<file path="config.mk">
export PLATFORM = sky130hd
export DESIGN_NAME = scan_display_ctrl
export DESIGN_NICKNAME = d
export VERILOG_FILES = /design/src/rtl/display_pkg.sv /design/src/rtl/seg7_decode.sv /design/src/rtl/scan_display_ctrl.sv
export SDC_FILE = /design/constraint.sdc
export NUM_CORES = 1
export LEC_CHECK = 0
export ABC_AREA = 1
export CORE_MARGIN = 1.5
export CORE_UTILIZATION = 35
export DETAILED_ROUTE_END_ITERATION = 10
export PLACE_DENSITY = 0.61
export RECOVER_POWER = 25
export SYNTH_ARGS = -nofsm -noshare
export SYNTH_HDL_FRONTEND = slang
export SYNTH_SLANG_ARGS = --single-unit
</file>
<file path="constraint.sdc">
create_clock -name clk -period 2.6 [get_ports clk]
set_clock_uncertainty 0.05 [all_clocks]
set_input_delay 0.52 -clock clk [delete_from_list [all_inputs] [get_ports clk]]
set_output_delay 0.52 -clock clk [all_outputs]
set_load 0.02 [all_outputs]
</file>
<file path="src/rtl/display_pkg.sv">
// Shared constants for the multiplexed 7-segment scan controller.
// Segment byte order is {ca,cb,cc,cd,ce,cf,cg,cp}; ca is the MSB. All segments are active-low.
package display_pkg;

  // Bit positions inside the 8-bit segment byte.
  localparam int SEG_CA = 7;
  localparam int SEG_CB = 6;
  localparam int SEG_CC = 5;
  localparam int SEG_CD = 4;
  localparam int SEG_CE = 3;
  localparam int SEG_CF = 2;
  localparam int SEG_CG = 1;
  localparam int SEG_CP = 0;

  localparam logic [7:0] SEG_BLANK = 8'hFF;

  // Active-low {ca..cg} pattern for each hex nibble, indexed by nibble value.
  localparam logic [6:0] SEG_TABLE [16] = '{
    7'b0000001,  // 0
    7'b1001111,  // 1
    7'b0010010,  // 2
    7'b0000110,  // 3
    7'b1001100,  // 4
    7'b0100100,  // 5
    7'b0100000,  // 6
    7'b0001111,  // 7
    7'b0000000,  // 8
    7'b0000100,  // 9
    7'b0001000,  // A
    7'b1100000,  // B
    7'b0110001,  // C
    7'b1000010,  // D
    7'b0110000,  // E
    7'b0111000   // F
  };

endpackage

</file>
<file path="src/rtl/seg7_decode.sv">
// Combinational hex nibble + decimal point to active-low segment byte.
module seg7_decode
  import display_pkg::*;
(
  input  logic [3:0] nibble,
  input  logic       dp,
  output logic [7:0] seg
);

  // Table lookup for ca..cg; the point segment is lit (0) when dp is set.
  always_comb begin
    seg = {SEG_TABLE[nibble], ~dp};
  end

endmodule

</file>
<file path="src/rtl/scan_display_ctrl.sv">
// Multiplexed 7-segment scan controller with double-buffered content.
// Content captured by load is held pending and only promoted to the displayed
// buffer at a frame boundary, so a frame never mixes old and new digits.
// Optional build macro: SCAN_DISPLAY_LZB_EN enables leading-zero blanking.
module scan_display_ctrl
  import display_pkg::*;
#(
  parameter int NUM_DIGITS = 8,
  parameter int SCAN_DIV_W = 15
)
(
  input  logic                          clk,
  input  logic                          rst,
  input  logic [4*NUM_DIGITS-1:0]       data,
  input  logic [NUM_DIGITS-1:0]         dp,
  input  logic [NUM_DIGITS-1:0]         blank,
  input  logic                          load,
  input  logic [3:0]                    brightness,
  output logic [$clog2(NUM_DIGITS)-1:0] which,
  output logic [NUM_DIGITS-1:0]         an_n,
  output logic [7:0]                    seg,
  output logic                          pending,
  output logic                          frame_done
);

  localparam int WW = $clog2(NUM_DIGITS);
  localparam logic [WW-1:0] LAST = WW'(NUM_DIGITS - 1);

  logic [SCAN_DIV_W-1:0]   r_count;
  logic [WW-1:0]           r_which;
  logic [4*NUM_DIGITS-1:0] r_act_data;
  logic [NUM_DIGITS-1:0]   r_act_dp;
  logic [NUM_DIGITS-1:0]   r_act_blank;
  logic [4*NUM_DIGITS-1:0] r_pend_data;
  logic [NUM_DIGITS-1:0]   r_pend_dp;
  logic [NUM_DIGITS-1:0]   r_pend_blank;
  logic                    r_pending;
  logic                    r_frame_done;
  logic [7:0]              r_seg;
  logic [NUM_DIGITS-1:0]   r_an_n;

  logic                    w_tick;
  logic                    w_boundary;
  logic [3:0]              w_nibble;
  logic                    w_dp;
  logic                    w_blank;
  logic [NUM_DIGITS-1:0]   w_lz_mask;
  logic                    w_lit;
  logic [7:0]              w_seg;

  assign w_tick     = &r_count;
  assign w_boundary = w_tick && (r_which == LAST);

  // Free-running slot divider and digit index; index wraps at the last real digit.
  always_ff @(posedge clk) begin
    if (rst) begin
      r_count <= '0;
      r_which <= '0;
    end else begin
      r_count <= r_count + 1'b1;
      if (w_tick) begin
        r_which <= (r_which == LAST) ? '0 : r_which + 1'b1;
      end
    end
  end

  // Pending/active double buffer; a load on the boundary cycle bypasses straight to active.
  always_ff @(posedge clk) begin
    if (rst) begin
      r_act_data   <= '0;
      r_act_dp     <= '0;
      r_act_blank  <= '0;
      r_pend_data  <= '0;
      r_pend_dp    <= '0;
      r_pend_blank <= '0;
      r_pending    <= 1'b0;
      r_frame_done <= 1'b0;
    end else begin
      r_frame_done <= w_boundary;
      if (w_boundary) begin
        r_pending <= 1'b0;
        if (load) begin
          r_act_data  <= data;
          r_act_dp    <= dp;
          r_act_blank <= blank;
        end else if (r_pending) begin
          r_act_data  <= r_pend_data;
          r_act_dp    <= r_pend_dp;
          r_act_blank <= r_pend_blank;
        end
      end else if (load) begin
        r_pend_data  <= data;
        r_pend_dp    <= dp;
        r_pend_blank <= blank;
        r_pending    <= 1'b1;
      end
    end
  end

  // Select the active nibble/dp/blank of the digit currently being scanned.
  always_comb begin
    w_nibble = '0;
    w_dp     = 1'b0;
    w_blank  = 1'b1;
    for (int i = 0; i < NUM_DIGITS; i++) begin
      if (r_which == WW'(i)) begin
        w_nibble = r_act_data[4*(NUM_DIGITS-1-i) +: 4];
        w_dp     = r_act_dp[i];
        w_blank  = r_act_blank[i];
      end
    end
  end

`ifdef SCAN_DISPLAY_LZB_EN
  // Suppress zeros from the leftmost digit until a nonzero nibble, a lit point or the last digit.
  always_comb begin
    logic v_run;
    v_run     = 1'b1;
    w_lz_mask = '0;
    for (int i = 0; i < NUM_DIGITS; i++) begin
      if ((i == NUM_DIGITS - 1) || (r_act_data[4*(NUM_DIGITS-1-i) +: 4] != 4'h0) || r_act_dp[i]) begin
        v_run = 1'b0;
      end
      w_lz_mask[i] = v_run;
    end
  end
`else
  assign w_lz_mask = '0;
`endif

  assign w_lit = !w_blank && !w_lz_mask[r_which] &&
                 (r_count[SCAN_DIV_W-1 -: 4] < brightness);

  seg7_decode u_decode (
    .nibble (w_nibble),
    .dp     (w_dp),
    .seg    (w_seg)
  );

  // Registered drive: segments and enables follow the previous cycle's slot and duty phase.
  always_ff @(posedge clk) begin
    if (rst) begin
      r_seg  <= SEG_BLANK;
      r_an_n <= '1;
    end else if (w_lit) begin
      r_seg  <= w_seg;
      r_an_n <= ~({{(NUM_DIGITS-1){1'b0}}, 1'b1} << r_which);
    end else begin
      r_seg  <= SEG_BLANK;
      r_an_n <= '1;
    end
  end

  assign which      = r_which;
  assign an_n       = r_an_n;
  assign seg        = r_seg;
  assign pending    = r_pending;
  assign frame_done = r_frame_done;

endmodule

</file>
---- Word-level counts from Yosys, hierarchy flattened ----
Memories as Yosys holds them, arrays and structs flattened. A register that Yosys moved wholly into a read port is not among the register bits.
Cells that the tools add are included.
storage, ports and cells
  flip-flop bits (word level) ............. 132
  input bits .............................. 55
  memory bits (read-only) ................. 120
  memories kept ........................... 2
  output and inout port bits .............. 21
  word-level logic and storage cells ...... 80
memory list
  name             words  bits a word  rd ports  clocked after Yosys merged registers in  wr ports  line                      source
  (no name shown)  16     7            1         1                                        0         seg7_decode.sv:12         seg = {SEG_TABLE[nibble], ~dp};
  (no name shown)  8      1            1         1                                        0         scan_display_ctrl.sv:131  assign w_lit = !w_blank && !w_lz_mask[r_which] &&
cells by class
  mux-type cells .......................... 36
  shifts and indexed selects .............. 1
  bitwise logic cells ..................... 5
  order comparisons ....................... 3
  equality and inequality tests ........... 7
  add/subtract/negate cells ............... 2
  reductions and logical operators ........ 12
operator list
  operator                                             number
  two-way mux 32 bit                                   2
  two-way mux 4 bit                                    8
  two-way mux 8 bit                                    4
  two-way mux 1 bit                                    17
  adder 15 x 1 -> 15 bit (second input constant)       1
  AND reduction 15 bit                                 1
  two-way mux 7 bit                                    2
  == test 3 bit (second input constant)                4
  two-way mux 3 bit                                    3
  inverter 8 bit                                       1
  left shift 1 x 3 -> 8 bit (first input constant)     1
  == test 3 x 2 -> 1 bit (second input constant)       2
  >= comparator 5 bit (second input constant)          1
  inverter 4 -> 5 bit                                  1
  < comparator 3 x 4 -> 1 bit (second input constant)  1
  < comparator 4 bit                                   1
  AND reduction 2 bit                                  2
  OR reduction 2 bit                                   2
  adder 3 x 1 -> 3 bit (second input constant)         1
  == test 3 x 1 -> 1 bit (second input constant)       1
  logical AND 1 bit                                    3
  zero test 3 bit                                      1
  inverter 1 bit                                       3
  zero test 1 bit                                      2
  nonzero test 2 bit                                   1

---- Longest topological paths before layout ----
  depth in word-level cells ............... 14
  depth in mapped cells ................... 20
  depth with buffers taken out ............ 19

---- Modules after synthesis ----
A second synthesis with hierarchy kept.
second synthesis, totals
  cells, all modules ...................... 934
  area total of the unflattened synthesis .. 6328.6 um2
by module, submodules not included
  module             area each (um2)  cells an instance  instances  sequential area each (um2)
  scan_display_ctrl  6050.8           884                1          2642.5
  seg7_decode        277.8            50                 1          0.0

---- Worst setup path before layout ----
Ideal clock, no wire load.
  path kind ............................... register -> register
  start ................................... register r_which[0], in the netlist which[0]
  end ..................................... register r_seg[4], in the netlist seg[4]
  path slack .............................. 0.286 ns
  required time ........................... 2.437 ns
  clock period less this slack ............ 2.314 ns
  cell stages (with the launch flop) ...... 19
  setup time .............................. 0.113 ns
  buffers on the path ..................... 0
  arrival time ............................ 2.150 ns
  cells stage by stage .................... dfxtp_1 -> ha_1 -> ha_1 -> inv_1 -> o21ai_0 -> inv_1 -> nand2_1 -> nand2_1 -> nand2_1 -> nand2_1 -> nand2_1 -> nand2_1 -> nand2_1 -> inv_1 -> ha_1 -> nand2_1 -> nand3_1 -> nand2_1 -> nand2_1
between the ends
  longest elaborated chain between the ends .. 14
  elaborated cells on any way between the ends .. 30
  classes of those cells .................. eq/ne: 7; mux: 16; bitwise: 2; reduce/logical: 5
ends and longest elaborated chain
  item                            line                      source
  start: declaration              scan_display_ctrl.sv:30   logic [WW-1:0] r_which;
  start signal: assignment        scan_display_ctrl.sv:62   r_which <= (r_which == LAST) ? '0 : r_which + 1'b1;
  zero test 3 bit                 scan_display_ctrl.sv:106  if (r_which == WW'(i)) begin
  two-way mux 1 bit (8 in a row)  scan_display_ctrl.sv:106
  zero test 1 bit                 scan_display_ctrl.sv:131
  logical AND 1 bit (2 in a row)  scan_display_ctrl.sv:131
  inverter 1 bit (no line)        -
  OR reduction 2 bit (no line)    -
  end: declaration                scan_display_ctrl.sv:39   logic [7:0] r_seg;
Several ways; a longest one is shown, not always the timed one.
A chain may end at the register's enable or synchronous reset.

---- Final worst setup path ----
Same ends and word-level chain as after synthesis.

==> summary.txt <==
Place
  • Detailed Place HPWL: 9700 µm
  • PortBufs: 75
  • Routability cong.: 0.846
  • Placed cell area: 6860 µm²

Cells and area
  • Design Area, Final: 7440 µm²
  • Commonest non-fill, non-tap cells in the layout: nand2_1, dfxtp_1, a21oi_1, o21ai_0, clkdlybuf4s50_1
  • Share of cells above drive strength 1: 7.76%
  • Nets@finish: 911
  • Commonest non-fill, non-tap cell in the layout: nand2_1
  • Fillers: 1655
  • Area Growth Syn to Fin: 25.1%
  • Antenna Cells: 0

Setup path
  • CP Buf/Inv Count: 2
  • Worst EP required: 2.87 ns
  • Arrival @ worst endpoint: 2.63 ns
  • Critical Path End Type: flop
  • Slowest stage delay, CP: 0.35 ns
  • Slowest CP cell: dfxtp_2
  • Critical Path Start Type: flop
  • Crit Path Class: flop to flop
  • CP Cell Sequence: ha_1 > ha_1 > inv_1 > nand3_1 > nand3_1 > nand3_1 > nand2_1 > nand2_1 > nand2_1 > inv_1 > ha_1 > nand2_1 > nand3_1 > nand2_1 > nand2_1
  • CP dominant cell by count: nand2_1
  • CP Max Fanout: 7
  • Worst path top cell family by delay: simple AND/OR/NAND/NOR gates

GRT
  • Vias in the first global route: 4741
  • Met2 GRT Util: 25.9%
  • Met1 usage: 22.9%
  • Met3 usage: 3.69%
  • Gr ovfl total: 0
  • Initial antenna violation count: 0
  • Top Usage Layer GRT: met2
  • Pin count of the biggest net entering global routing: 56
  • Total GRT Usage: 16.8%
  • First-pass GRT wire length: 23600 µm

Logic synthesis
  • Post-synth EDFFs: 0
  • Yosys warns: 0
  • Primary FF master, synth: dfxtp_1
  • Cell variety after synth: 36
  • Asr flop ratio synth: 0%
  • Yosys top cell by area: dfxtp_1
  • Mapped Nets: 842
  • Synth Cell Area: 5950 µm²
  • Top-area cell type share of the netlist area: 44.4%
  • Avg Inst Size Synth: 7.71 µm²
  • Register area share after synthesis: 44.4%
  • Gate Count Post-Synth: 771
  • Synthesized flop and latch total: 132
  • Top area cells in the synthesized netlist: dfxtp_1, nand2_1, a21oi_1, mux2i_1, o21ai_0

Detailed routing
  • Routed vias: 5033
  • Vias/cell: 4.70
  • Final WL: 14400 µm
  • 1st-pass router iterations: 6
  • DRC viols: 0
  • DR iter-0 viols: 314
  • Post-DRT Antenna Nets: 0
  • Post-DR wirelength/cell: 13.4 µm

Die
  • Die height: 133 µm
  • # IOs: 76
  • Starting Density: 35.9%
  • Die width: 133 µm
  • Die area: 17800 µm²
  • Std-Cell Rows: 47
  • Core Region: 16600 µm²

Worst hold path
  • Min-Delay Path Class: flop to flop

Clock network
  • Clk_lat worst skew: 0.42 ns
  • CTS Root Cell: clkbuf_16
  • Cts bufs inserted: 17
  • CTS sink count: 132
  • # H-tree levels: 4
  • CTS max path bufs: 2
  • # Post-CTS Setup Buffers: 0
  • CTS tree: yes
  • CTS Hold Bufs: 0
  • Clock-pin slew on the worst setup and hold paths: 0.05 ns

STA
  • Setup TNS: 0 ns
  • Pins Over Slew Limit: 0
  • Fin. Hold Viols: 0
  • Relative max-transition margin: 22.5%
  • Measured slew at the worst slew-check pin: 1.16 ns
  • Tmin final: 2.36 ns
  • Part of the cycle the worst path needs: 90.8%
  • Unrepaired setup endpoints after global routing: false
  • Hold_ws: 0.400 ns
  • Fmax: 423 MHz
  • Final setup vio count: 0

Job
  • Max cap viols: 0

Status
  • Status: completed

Power and ir drop
  • Leak: 0.00323 µW
  • Power per cell area: 643 nW/µm²
  • Maximum VDD drop: 490 µV
## synthesized netlist by cell type (all sizes together) (2+ instances only)
cell / number
a211oi: 2
a21oi: 109
buf: 27
clkbuf: 19
dfxtp: 132
ha: 16
inv: 52
mux2i: 48
nand2: 204
nand3: 28
nand4: 3
nor2: 45
nor3: 7
o211ai: 2
o21ai: 63
or2: 3
xor2: 2
## flip-flops by register name, indices dropped and copies added (netlist names)
register      cells
seg               8
r_act_data       32
an_n              8
r_act_dp          8
r_pend_data      32
r_act_blank       8
which             3
r_pend_blank      8
frame_done        1
pending           1
r_pend_dp         8
r_count          15
## area by class of cell
| class | count | area [µm²] | area share, % |
|---|---|---|---|
| multi-input combinational | 541 | 2840 | 38.1 |
| sequential | 132 | 2650 | 35.6 |
| timing repair buffer | 96 | 903 | 12.1 |
| clock buffer | 27 | 543 | 7.30 |
| tap | 220 | 275 | 3.70 |
| inverter | 52 | 195 | 2.62 |
| clock inverter | 3 | 40.0 | 0.538 |
## report_power, final
part | internal [µW] | switching [µW] | leakage [µW]
clock | 1510 | 839 | 0.000291
sequential | 2080 | 24.1 | 0.00108
combinational | 162 | 173 | 0.00186
total | 3740 | 1040 | 0.00323
## worst reg2reg max path: cells and delay by family, from the launching register on
| kind | cells | cell delay [ns] |
|---|---|---|
| buf+inv | 2 | 0.32 |
| flops | 1 | 0.35 |
| simple gates | 10 | 0.83 |
| fa+ha+maj | 3 | 0.72 |
## final timing paths
kind / endpoint / slack (ns) / startpoint / depth (start not counted)
setup / recovery: seg[4] / 0.24 / which[0] / 15
setup reg to reg: seg[4] / 0.24 / which[0] / 15
hold / removal: r_count[0] / 0.40 / r_count[0] / 1
hold reg to reg: r_count[0] / 0.40 / r_count[0] / 1
## metal layers
layer	routed length (µm)	up-vias
li1	-	2677
met1	7250	2236
met2	6280	101
met3	547	19
met4	275	0
met5	0	-
## metrics by stage
stage	setup WS, ns	util (%)	total power (µW)	cells
after CTS	0.118	44.9	4840	1071
final	0.239	44.9	4780	1071
after global placement	0.0222	41.4	2480	1041
after detailed placement	0.0388	41.4	2490	1041
after floorplan	0.286	-	2330	771
after global routing	0.00897	44.9	4960	1071
## cells by family after synthesis
family          Yosys count  share of synthesized area (%)
mux                      48                           8.08
simple gates            294                           20.3
fa+ha+maj                16                           3.37
flops                   132                           44.4
xor+xnor                  2                          0.295
buf+inv                  98                           7.85
compound gates          181                           15.6
## what timing repair did
action                                 CTS  global route
setup endpoints to repair                0             7
endpoints found under the hold margin    0             0
resized for setup                        0             5
No activity file was read; power rests on OpenSTA's default activity.
